### src/rtl/brc_pkg.sv
// rtl/brc_pkg.sv - shared types and decode function for the brc_pipe branch-resolution unit
package brc_pkg;

  // Upper bound on the sideband tag width carried through stage 1 (TAG_W must not exceed it)
  localparam int BRC_TAG_W_MAX = 16;

  // RV32I branch funct3 encodings; 010 and 011 are reserved and decode as illegal
  typedef enum logic [2:0] {
    BR_EQ  = 3'b000,
    BR_NE  = 3'b001,
    BR_LT  = 3'b100,
    BR_GE  = 3'b101,
    BR_LTU = 3'b110,
    BR_GEU = 3'b111
  } br_op_e;

  // Everything stage 2 needs to resolve a branch without revisiting the operands
  typedef struct packed {
    logic                     eq;
    logic                     lt_s;
    logic                     lt_u;
    br_op_e                   op;
    logic                     pred;
    logic [BRC_TAG_W_MAX-1:0] tag;
  } brc_s1_t;

  // Returns {taken, illegal}; reserved encodings resolve not-taken and illegal
  function automatic logic [1:0] br_taken(input br_op_e op, input logic eq,
                                          input logic lt_s, input logic lt_u);
    logic taken;
    logic illegal;
    taken   = 1'b0;
    illegal = 1'b0;
    case (op)
      BR_EQ:   taken = eq;
      BR_NE:   taken = ~eq;
      BR_LT:   taken = lt_s;
      BR_GE:   taken = ~lt_s;
      BR_LTU:  taken = lt_u;
      BR_GEU:  taken = ~lt_u;
      default: illegal = 1'b1;
    endcase
    return {taken, illegal};
  endfunction

endpackage

### src/rtl/brc_cmp.sv
// rtl/brc_cmp.sv - combinational subtract-based operand compare (eq, signed lt, unsigned lt)
module brc_cmp
  import brc_pkg::*;
#(
  parameter int DATA_W = 32
) (
  input  logic [DATA_W-1:0] i_a,
  input  logic [DATA_W-1:0] i_b,
  output logic              o_eq,
  output logic              o_lt_s,
  output logic              o_lt_u
);

  logic [DATA_W:0] diff;
  logic            ovf;

  // A-B formed as A + ~B + 1 on one adder; carry-out low means a borrow, i.e. A < B unsigned
  always_comb begin
    diff   = {1'b0, i_a} + {1'b0, ~i_b} + {{DATA_W{1'b0}}, 1'b1};
    ovf    = (i_a[DATA_W-1] ^ i_b[DATA_W-1]) & (diff[DATA_W-1] ^ i_a[DATA_W-1]);
    o_eq   = (i_a == i_b);
    o_lt_s = diff[DATA_W-1] ^ ovf;
    o_lt_u = ~diff[DATA_W];
  end

endmodule

### src/rtl/brc_pipe.sv
// rtl/brc_pipe.sv - two-stage branch resolution with valid/ready, flush, mispredict flag; optional counters under BRC_PERF_CNT_EN
module brc_pipe
  import brc_pkg::*;
#(
  parameter int DATA_W = 32,
  parameter int TAG_W  = 5,
  parameter int CNT_W  = 32
) (
  input  logic              i_clk,
  input  logic              i_rst_n,
  input  logic              i_valid,
  output logic              o_ready,
  input  logic [DATA_W-1:0] i_rs1_data,
  input  logic [DATA_W-1:0] i_rs2_data,
  input  logic [2:0]        i_funct3,
  input  logic              i_pred_taken,
  input  logic [TAG_W-1:0]  i_tag,
  input  logic              i_flush,
  output logic              o_valid,
  input  logic              i_ready,
  output logic              o_taken,
  output logic              o_mispredict,
  output logic              o_illegal,
  output logic [TAG_W-1:0]  o_tag,
  input  logic              i_cnt_clr,
  output logic [CNT_W-1:0]  o_br_cnt,
  output logic [CNT_W-1:0]  o_misp_cnt
);

  logic             cmp_eq;
  logic             cmp_lt_s;
  logic             cmp_lt_u;
  logic             s2_adv;
  logic             s1_adv;
  logic             accept;
  logic [1:0]       res;

  logic             s1_valid_d, s1_valid_q;
  brc_s1_t          s1_d, s1_q;
  logic             s2_valid_d, s2_valid_q;
  logic             taken_d, taken_q;
  logic             misp_d, misp_q;
  logic             illegal_d, illegal_q;
  logic [TAG_W-1:0] tag_d, tag_q;
  logic             unused_tag_hi;

  brc_cmp #(
    .DATA_W (DATA_W)
  ) u_cmp (
    .i_a    (i_rs1_data),
    .i_b    (i_rs2_data),
    .o_eq   (cmp_eq),
    .o_lt_s (cmp_lt_s),
    .o_lt_u (cmp_lt_u)
  );

  // Handshake chain and next state of both stages; flush overrides every advance
  always_comb begin
    s2_adv = ~s2_valid_q | i_ready;
    s1_adv = ~s1_valid_q | s2_adv;
    accept = i_valid & s1_adv;
    res    = br_taken(s1_q.op, s1_q.eq, s1_q.lt_s, s1_q.lt_u);

    s1_valid_d = s1_valid_q;
    s1_d       = s1_q;
    s2_valid_d = s2_valid_q;
    taken_d    = taken_q;
    misp_d     = misp_q;
    illegal_d  = illegal_q;
    tag_d      = tag_q;

    if (s1_adv) begin
      s1_valid_d = accept;
    end
    if (accept) begin
      s1_d.eq               = cmp_eq;
      s1_d.lt_s             = cmp_lt_s;
      s1_d.lt_u             = cmp_lt_u;
      s1_d.op               = br_op_e'(i_funct3);
      s1_d.pred             = i_pred_taken;
      s1_d.tag              = '0;
      s1_d.tag[TAG_W-1:0]   = i_tag;
    end

    if (s2_adv) begin
      s2_valid_d = s1_valid_q;
      if (s1_valid_q) begin
        taken_d   = res[1];
        illegal_d = res[0];
        misp_d    = res[1] ^ s1_q.pred;
        tag_d     = s1_q.tag[TAG_W-1:0];
      end
    end

    if (i_flush) begin
      s1_valid_d = 1'b0;
      s2_valid_d = 1'b0;
    end
  end

  // Pipeline registers; reset empties both stages and clears the result fields
  always_ff @(posedge i_clk or negedge i_rst_n) begin
    if (!i_rst_n) begin
      s1_valid_q <= 1'b0;
      s1_q       <= '0;
      s2_valid_q <= 1'b0;
      taken_q    <= 1'b0;
      misp_q     <= 1'b0;
      illegal_q  <= 1'b0;
      tag_q      <= '0;
    end else begin
      s1_valid_q <= s1_valid_d;
      s1_q       <= s1_d;
      s2_valid_q <= s2_valid_d;
      taken_q    <= taken_d;
      misp_q     <= misp_d;
      illegal_q  <= illegal_d;
      tag_q      <= tag_d;
    end
  end

  assign o_ready       = s1_adv;
  assign o_valid       = s2_valid_q;
  assign o_taken       = taken_q;
  assign o_mispredict  = misp_q;
  assign o_illegal     = illegal_q;
  assign o_tag         = tag_q;
  assign unused_tag_hi = ^s1_q.tag;

`ifdef BRC_PERF_CNT_EN
  logic             retire;
  logic [CNT_W-1:0] br_cnt_d, br_cnt_q;
  logic [CNT_W-1:0] misp_cnt_d, misp_cnt_q;

  // Saturating retire counters; clear wins over a same-cycle increment, flush does not cancel a retire
  always_comb begin
    retire     = s2_valid_q & i_ready;
    br_cnt_d   = br_cnt_q;
    misp_cnt_d = misp_cnt_q;
    if (i_cnt_clr) begin
      br_cnt_d   = '0;
      misp_cnt_d = '0;
    end else if (retire && !illegal_q) begin
      if (!(&br_cnt_q)) begin
        br_cnt_d = br_cnt_q + CNT_W'(1);
      end
      if (misp_q && !(&misp_cnt_q)) begin
        misp_cnt_d = misp_cnt_q + CNT_W'(1);
      end
    end
  end

  // Counter registers
  always_ff @(posedge i_clk or negedge i_rst_n) begin
    if (!i_rst_n) begin
      br_cnt_q   <= '0;
      misp_cnt_q <= '0;
    end else begin
      br_cnt_q   <= br_cnt_d;
      misp_cnt_q <= misp_cnt_d;
    end
  end

  assign o_br_cnt   = br_cnt_q;
  assign o_misp_cnt = misp_cnt_q;
`else
  logic unused_cnt_clr;

  assign unused_cnt_clr = i_cnt_clr;
  assign o_br_cnt       = '0;
  assign o_misp_cnt     = '0;
`endif

endmodule

### config.mk
export PLATFORM = sky130hd
export DESIGN_NAME = brc_pipe
export DESIGN_NICKNAME = d
export VERILOG_FILES = /design/src/rtl/brc_pkg.sv /design/src/rtl/brc_cmp.sv /design/src/rtl/brc_pipe.sv
export SDC_FILE = /design/constraint.sdc
export NUM_CORES = 1
export LEC_CHECK = 0
export BUFFER_PORTS_ARGS = -buffer_cell sky130_fd_sc_hd__buf_2
export CAP_MARGIN = 40
export CORE_AREA = 3 3 76 78
export DETAILED_ROUTE_END_ITERATION = 6
export DIE_AREA = 0 0 79 81
export PLACE_DENSITY_LB_ADDON = 0.15
export SETUP_SLACK_MARGIN = 0.1
export SYNTH_ARGS = -nofsm -noshare
export SYNTH_HDL_FRONTEND = slang
export SYNTH_HIERARCHICAL = 1
export SYNTH_SLANG_ARGS = --single-unit
export TNS_END_PERCENT = 10
### constraint.sdc
create_clock -name i_clk -period 2.1 [get_ports i_clk]
set_clock_uncertainty 0.15 [all_clocks]
set_input_delay 0.105 -clock i_clk [delete_from_list [all_inputs] [get_ports i_clk]]
set_output_delay 0.105 -clock i_clk [all_outputs]
set_load 0.05 [all_outputs]
==> results.cfg, run 1 <==
[clocking]
cts_buffer_depth = 2
clkLatencyLatePin_ns = 0.26
root_buffer = clkbuf_8
clkTransAtPathRegs_ns = 0.08
cts_buffers = 3
clkSinkCount = 22
cts_setup_buffers = 0
h-tree-depth = 1
cts_tree = done

[timing]
relSlewSlack_pct = 65.8
grt_setup_unrepaired = no
finalCriticalPeriod_ns = 1.90
fmax_mhz = 527
slew_viol_final = 0
period_share_pct = 90.4
max_slew.worst_pin.slew_ns = 0.512
hold_viol_final = 0
setup_viol = 0

[placed_design]
dp_hpwl_mm = 3.89
io_buffers = 87
place.gp.congestion = 0.750

[grt]
grt_use_total_pct = 13.5
grt_max_degree = 23
antenna_found_initial = 0
grt_pass1_wl_mm = 7.11
grt.overflow.total = 0
grt_pass1_vias = 1715

[run_status]
status = finished clean

[critical_path]
r2r_end = s1_q[0]
crit_start = i_rs2_data[5]
cp_max_fo = 2
r2r_cells = 4
crit_arrival_ns = 1.90
crit_type = in2reg
r2r_slack_ns = 0.46
r2r_start = o_valid
cp-end-kind = flop
cp.required_ns = 2.10
start_kind = input port

[yosys]
synth_seq_cells = 22
ys_types = 39
syn_area_per_cell_um2 = 8.93
yosysWarningCount = 6
async_flop_share_pct = 100
yosys.area.top_type = dfrtp_1
syn_inst = 260
yosysSeqAreaShare_pct = 23.7
synth_top_area_share_pct = 23.7
synth-edff-count = 0
synth.area.top_cells = dfrtp_1 (24%), buf_4 (21%), ha_1 (17%)
syn_area_um2 = 2320
synthFlopType = dfrtp_1

[final_layout]
final_layout_size_suffix_gt1_share_pct = 36.4
nFillCells = 503
antenna_cells = 0
area_delta_synth_final_pct = 25.4
nets = 484
final_core_utilization_pct = 56.6

[worst_hold_path]
hp-class = in2reg
hp-start = i_ready
hold-path-endpoint = s1_valid_q
min_path_cells = 4

[drt]
routed_wl_mm = 4.46
dr_total_vias = 1886
via_per_inst = 4.28
drtIter0Drc = 40
wl_per_cell_um = 10.1
drc = 0
dr.pass1.iters = 4
drtAntennaViolNets = 0

[floorplan]
rows = 26
io_pins = 153
initial_core_util_pct = 45.2
fp.dieW_um = 79
design.die.area_um2 = 6400
core_area_um2 = 5140
die_h_um = 81

[power]
switching_share_pct = 42.5
p_leak_nw = 1.70
p_int_w = 0.00100
p_comb_share_pct = 47.8
power.density_nw_per_um2 = 597
p_seq_share_pct = 29.9
peakVddDrop_v = 0.000289
p_clk_share_pct = 22.3
p_switching_w = 0.000739
finalPower_w = 0.00174

[flow_run]
max_cap_viol_count = 0
[cells by family (layout without fill, tap and decap cells)]
| group | count (synthesis) | in the layout | share of synthesized area (%) |
|---|---|---|---|
| compound gates | 39 | 39 | 11.4 |
| xor+xnor | 3 | 3 | 1.13 |
| fa+ha+maj | 33 | 33 | 18.1 |
| buf+inv | 102 | 150 | 27.1 |
| flops | 22 | 22 | 23.7 |
| mux | 17 | 17 | 8.25 |
| other cells | 1 | 64 | 0.162 |
| simple gates | 43 | 43 | 10.2 |
[how the worst max path moves through the flow]
stage	cells past startpoint	slack (ns)	end
2_1_floorplan	9	0.08	s1_q[21]
3_3_place_gp	10	-0.21	s1_q[21]
3_5_place_dp	10	-0.16	s1_q[21]
4_1_cts	10	0.11	s1_q[21]
5_1_grt	10	0.1	s1_q[21]
6_report	10	0.20	s1_q[21]
[timing repair]
| item | CTS | global route |
|---|---|---|
| endpoints found under the setup margin | 0 | 1 |
| hold buffers | 13 | 0 |
| hold endpoints to repair | 33 | 0 |
| gates resized for setup | 0 | 11 |
[critical path, stage by stage]
cell and delay (ns):
buf_2 0.07, inv_1 0.03, ha_1 0.28, and3_4 0.19
a221o_1 0.16, o21ba_4 0.17, o31ai_4 0.17, a21oi_2 0.09
fa_1 0.36, mux2_2 0.26
[per-layer routing]
layer	part of all wire [%]	vias to the layer above	global-route usage, %
li1	-	971	-
met1	39	826	15.9
met2	52	87	25.5
met3	8.9	2	2.88
met4	0.58	0	2.41
met5	0	-	0
[power by group through the flow]
stage	Sequential, W	Combinational (W)	Clock [W]
global route	0.000530	0.000903	0.000414
finish	0.000519	0.000831	0.000388
detailed placement	0.000529	0.000796	0
CTS	0.000520	0.000817	0.000402
floorplan	0.000651	0.000574	0
global placement	0.000527	0.000788	0
[sequential cells by signal, indices dropped and copies added (netlist names)]
signal	cells
s1_q	12
o_tag	5
o_illegal	1
o_mispredict	1
o_taken	1
o_valid	1
s1_valid_q	1
[area by class of cell]
| class | count | area (µm²) | area share [%] |
|---|---|---|---|
| Multi-Input combinational cell | 199 | 1430 | 48.9 |
| Inverter | 36 | 135 | 4.64 |
| Timing Repair Buffer | 110 | 641 | 22.0 |
| Clock inverter | 1 | 30.0 | 1.03 |
| Sequential cell | 22 | 552 | 19.0 |
| Clock buffer | 3 | 41.3 | 1.42 |
| Tap cell | 70 | 87.6 | 3.01 |
[through the flow]
stage | area, µm² | setup TNS (ns) | setup WS (ns) | instances | hold slack (ns)
3_3_place_gp | 2670 | -0.246 | -0.211 | 424 | -0.0539
4_1_cts | 2870 | 0 | 0.105 | 441 | 0.0575
6_report | 2910 | 0 | 0.202 | 441 | 0.0567
2_1_floorplan | 2560 | 0 | 0.0792 | 323 | -0.341
5_1_grt | 2910 | 0 | 0.0967 | 441 | 0.122
3_5_place_dp | 2670 | -0.187 | -0.156 | 424 | -0.0547
[Yosys cell counts (2+ instances only)]
| cell type | instances |
|---|---|
| nor2_1 | 6 |
| xor2_1 | 3 |
| nand4_1 | 5 |
| mux2_2 | 17 |
| a21o_1 | 5 |
| ha_1 | 32 |
| nand2_1 | 11 |
| dfrtp_1 | 22 |
| and3_1 | 2 |
| o21ai_0 | 6 |
| a22oi_1 | 2 |
| a21oi_1 | 14 |
| inv_1 | 36 |
| nor3_1 | 3 |
| nand2b_1 | 3 |
| buf_4 | 65 |
| nand3_1 | 6 |
[layout by cell type (no fill, tap or decap), drive strengths merged, types with 12 or more instances in the layout]
master,count
inv,36
conb,64
mux2,17
ha,32
dfrtp,22
a21oi,14
nand2,12
dlygate4sd3,13
buf,97
(Power assumes the default switching activity.)
==> run 2: changes to the inputs <==
- CORE_AREA: 3 3 76 78 -> 3 3 69 87
- DIE_AREA: 0 0 79 81 -> 0 0 72 90
- RECOVER_POWER: default -> 50
==> run 2 against run 1 <==
  * Non-clock buffer count shrank 2
  * Final cell count fell by 2.3%
  * Register-to-register slack worse by 0.15 ns
==> results.cfg, run 2 (synthesis results as in run 1) <==
[power]
power.density_nw_per_um2 = 576
p_leak_nw = 1.66
finalPower_w = 0.00163
peakVddDrop_v = 0.000268

[drt]
routed_wl_mm = 4.63
dr_total_vias = 1895
drc = 0
via_per_inst = 4.40
drtAntennaViolNets = 0
drtIter0Drc = 36
dr.pass1.iters = 4
wl_per_cell_um = 10.7

[floorplan]
fp.dieW_um = 72
die_h_um = 90
rows = 29
design.die.area_um2 = 6480
io_pins = 153
core_area_um2 = 5190
initial_core_util_pct = 44.7

[critical_path]
cp_max_fo = 2
cp-end-kind = flop
cp.required_ns = 2.11
crit_arrival_ns = 1.90
crit_type = in2reg
start_kind = input port

[timing]
hold_viol_final = 0
setup_viol = 0
setup_slack_ns = 0.202
grt_setup_unrepaired = no
slew_viol_final = 0
max_slew.worst_pin.slew_ns = 1.19
fmax_mhz = 527
finalCriticalPeriod_ns = 1.90
relSlewSlack_pct = 20.9
period_share_pct = 90.4

[clocking]
root_buffer = clkbuf_8
cts_tree = done
cts_buffer_depth = 2
clkSinkCount = 22
cts_buffers = 3
clkLatencyLatePin_ns = 0.26
h-tree-depth = 1
clkTransAtPathRegs_ns = 0.08

[final_layout]
antenna_cells = 0
layout_common_cells = buf_2 (82), conb_1 (64), inv_1 (36), ha_1 (32), dfrtp_1 (21)
nets = 482
final_common_cell = buf_2
largest_reg_flops = 12
final_layout_size_suffix_gt1_share_pct = 33.6
area_delta_synth_final_pct = 21.8
top_register = s1_q

[grt]
grt_use_total_pct = 13.9
antenna_found_initial = 0
grt_pass1_wl_mm = 7.49
grt_pass1_vias = 1815
grt_max_degree = 23
grt.overflow.total = 0

[placed_design]
dp_hpwl_mm = 3.99
post-place-ws_ns = -0.134
place.gp.congestion = 0.756
io_buffers = 87

[run_status]
status = finished clean

[worst_hold_path]
hp-class = in2reg

[flow_run]
max_cap_viol_count = 0
[run 2: changes by cell type in the layout (fill, tap and decap cells not counted), sizes merged]
cell    change
clkbuf      +6
buf         -7
bufinv      -1
[run 2: final timing paths]
path / from / to / slack [ns] / cells past startpoint
max reg2reg: o_valid / s1_q[17] / 0.31 / 4
max in group asynchronous: i_rst_n / o_valid / 0.54 / 2
min reg2reg: o_illegal / o_illegal / 0.33 / 2
max: i_rs2_data[5] / s1_q[21] / 0.20 / 10
min: i_ready / s1_valid_q / 0.05 / 4
min in group asynchronous: i_rst_n / o_tag[0] / 0.47 / 2
[run 2: layout make-up]
| cell class | instances | area [µm²] |
|---|---|---|
| Clock buffer | 4 | 55.1 |
| Fill cell | 509 | 2360 |
| Inverter | 36 | 135 |
| Multi-Input combinational cell | 199 | 1390 |
| Sequential cell | 22 | 552 |
| Tap cell | 62 | 77.6 |
| Timing Repair Buffer | 108 | 619 |
[run 2: repair_timing]
action,4_1_cts,5_1_grt
hold buffers,13,0
setup endpoints to repair,0,1
setup buffers,0,0
gates resized for setup,0,4
endpoints found under the hold margin,33,0
[run 2: worst max-delay path, stage by stage]
cell     delay, ns
buf_2         0.07
inv_1         0.03
ha_1          0.28
and3_1        0.18
nand3_1       0.10
o21ba_2       0.23
o31ai_2       0.17
a21oi_1       0.11
fa_1          0.37
mux2_2        0.27
[run 2: metrics by stage]
step	hold WS (ns)	cells	util, %	instance area, µm²	TNS, ns
2_1_floorplan	-0.341	323	-	2560	0
3_3_place_gp	-0.0518	414	50.9	2640	-0.146
3_5_place_dp	-0.0475	414	50.9	2640	-0.192
4_1_cts	0.0358	431	54.5	2830	0
5_1_grt	0.137	431	54.5	2830	0
6_report	0.0492	431	54.5	2830	0
[run 2: layer usage]
metal | routed length, µm | global-route usage [%] | up-vias
met2 | 2630 | 28.3 | 84
met3 | 344 | 1.67 | 4
met1 | 1620 | 14.4 | 841
met4 | 36 | 3.29 | 0
met5 | 0 | 0 | -
li1 | - | - | 966
[run 2: where the power goes]
group	internal, W	switching [W]
clock network	0.000167	0.000137
logic	0.000240	0.000561
registers	0.000485	0.0000385
total	0.000892	0.000736
==> run 3: changes to the inputs <==
- CORE_AREA: 3 3 69 87 -> 3 3 63 94
- DIE_AREA: 0 0 72 90 -> 0 0 66 97
==> run 3 against run 2 <==
  * Utilization increased by 1.1 points
  * Via count increased by 0.69%
  * Critical path depth unchanged
  * Worst setup slack got worse by 0.017 ns
  * Worst hold slack improved by 0.0077 ns
  * Register-to-register slack improved by 0.08 ns
  * Sequential cell count unchanged
  * Sequential share of layout area decreased by 0.28 points
  * Non-clock buffer count increased by 2
  * Die area decreased by 1.2%
  * Critical path type unchanged
  * Largest cell class unchanged
==> results.cfg, run 3 (synthesis results as in run 1) <==
[run_status]
status = finished clean

[timing]
hold_viol_final = 0
fmax_mhz = 522
period_share_pct = 91.2
grt_setup_unrepaired = yes
slew_viol_final = 0
finalCriticalPeriod_ns = 1.91
max_slew.worst_pin.slew_ns = 1.14
setup_slack_ns = 0.185
setup-tns-final_ns = 0
setup_viol = 0
relSlewSlack_pct = 24.1

[clocking]
clkLatencyLatePin_ns = 0.26
cts_buffer_depth = 2
clkTransAtPathRegs_ns = 0.08
root_buffer = clkbuf_8
h-tree-depth = 1
cts_buffers = 3
cts_tree = done
clkSinkCount = 22

[critical_path]
cp.required_ns = 2.10
cp_max_fo = 2
crit_arrival_ns = 1.92
cp-end-kind = flop
start_kind = input port
crit_type = in2reg

[floorplan]
design.die.area_um2 = 6400
initial_core_util_pct = 44.9
die_h_um = 97
core_area_um2 = 5160
fp.dieW_um = 66
rows = 32
io_pins = 153

[placed_design]
dp_hpwl_mm = 3.90
place.gp.congestion = 0.819
io_buffers = 87
post-place-ws_ns = -0.190

[final_layout]
antenna_cells = 0
nets = 484
top_register = s1_q
layout_common_cells = buf_2 (82), conb_1 (64), inv_1 (36), ha_1 (32), dfrtp_1 (21)
final_core_utilization_pct = 55.5
nFillCells = 495
final_common_cell = buf_2
largest_reg_flops = 12
final_layout_size_suffix_gt1_share_pct = 34.5
area_delta_synth_final_pct = 23.6

[grt]
antenna_found_initial = 0
grt_pass1_vias = 1852
grt.overflow.total = 0
grt_use_total_pct = 14.3
grt_max_degree = 23
grt_pass1_wl_mm = 7.34

[power]
peakVddDrop_v = 0.000273
power.density_nw_per_um2 = 569
p_leak_nw = 1.67

[flow_run]
max_cap_viol_count = 0

[drt]
drtIter0Drc = 32
routed_wl_mm = 4.60
dr.pass1.iters = 3
wl_per_cell_um = 10.5
drc = 0
via_per_inst = 4.35
drtAntennaViolNets = 0
dr_total_vias = 1908

[worst_hold_path]
hp-class = in2reg
[run 3: timing repair]
action,in CTS,in global routing
setup endpoints to repair,1,2
gates resized for setup,1,5
hold buffers,13,0
hold endpoints to repair,33,0
pin swaps,0,2
setup buffers,0,1
[run 3: worst paths after layout]
path	from	slack, ns	end	cells after the start
worst max-delay path	i_rs2_data[5]	0.19	s1_q[21]	10
worst min-delay path	i_ready	0.06	s1_valid_q	4
worst max register to register	o_valid	0.39	o_tag[3]	3
worst min register to register	o_taken	0.33	o_taken	1
max in group asynchronous	i_rst_n	0.60	o_valid	2
min in group asynchronous	i_rst_n	0.45	o_taken	2
[run 3: metal layers]
metal	up-vias	share of wire, %	global-route usage [%]
li1	971	-	-
met1	843	34	13.8
met2	85	56	28.4
met3	9	7.4	1.63
met4	0	2.4	5.95
met5	-	0	0
[run 3: cell type report]
class / count / area [µm²] / share of cell area, %
multi-input cells: 199 / 1410 / 49.1
repair buffers: 110 / 634 / 22.1
flip-flops and latches: 22 / 552 / 19.2
inverters: 36 / 135 / 4.71
well taps: 68 / 85.1 / 2.97
clock buffers: 4 / 55.1 / 1.92
[run 3: critical path, cell delays in order]
cell	delay (ns)
buf_2	0.07
inv_1	0.03
ha_1	0.29
and3_4	0.19
nand3_1	0.09
o21ba_2	0.24
o31ai_4	0.19
a21oi_2	0.08
fa_1	0.36
mux2_2	0.26
[run 3: per-stage QoR]
step	hold WS (ns)	area, µm²	std cells	power (W)
6_report	0.0569	2870	439	0.00163
5_1_grt	0.0760	2870	439	0.00174
4_1_cts	0.0424	2850	438	0.00164
3_5_place_dp	-0.0565	2660	421	0.00131
3_3_place_gp	-0.0550	2660	421	0.00130
2_1_floorplan	-0.341	2560	323	0.00122
[run 3: power breakdown]
group          internal, W  total, W  switching, W  leakage (nW)
registers         0.000485  0.000520     0.0000348         0.263
logic             0.000246  0.000812      0.000566          1.38
clock network     0.000167  0.000301      0.000134        0.0288
total             0.000899   0.00163      0.000735          1.67
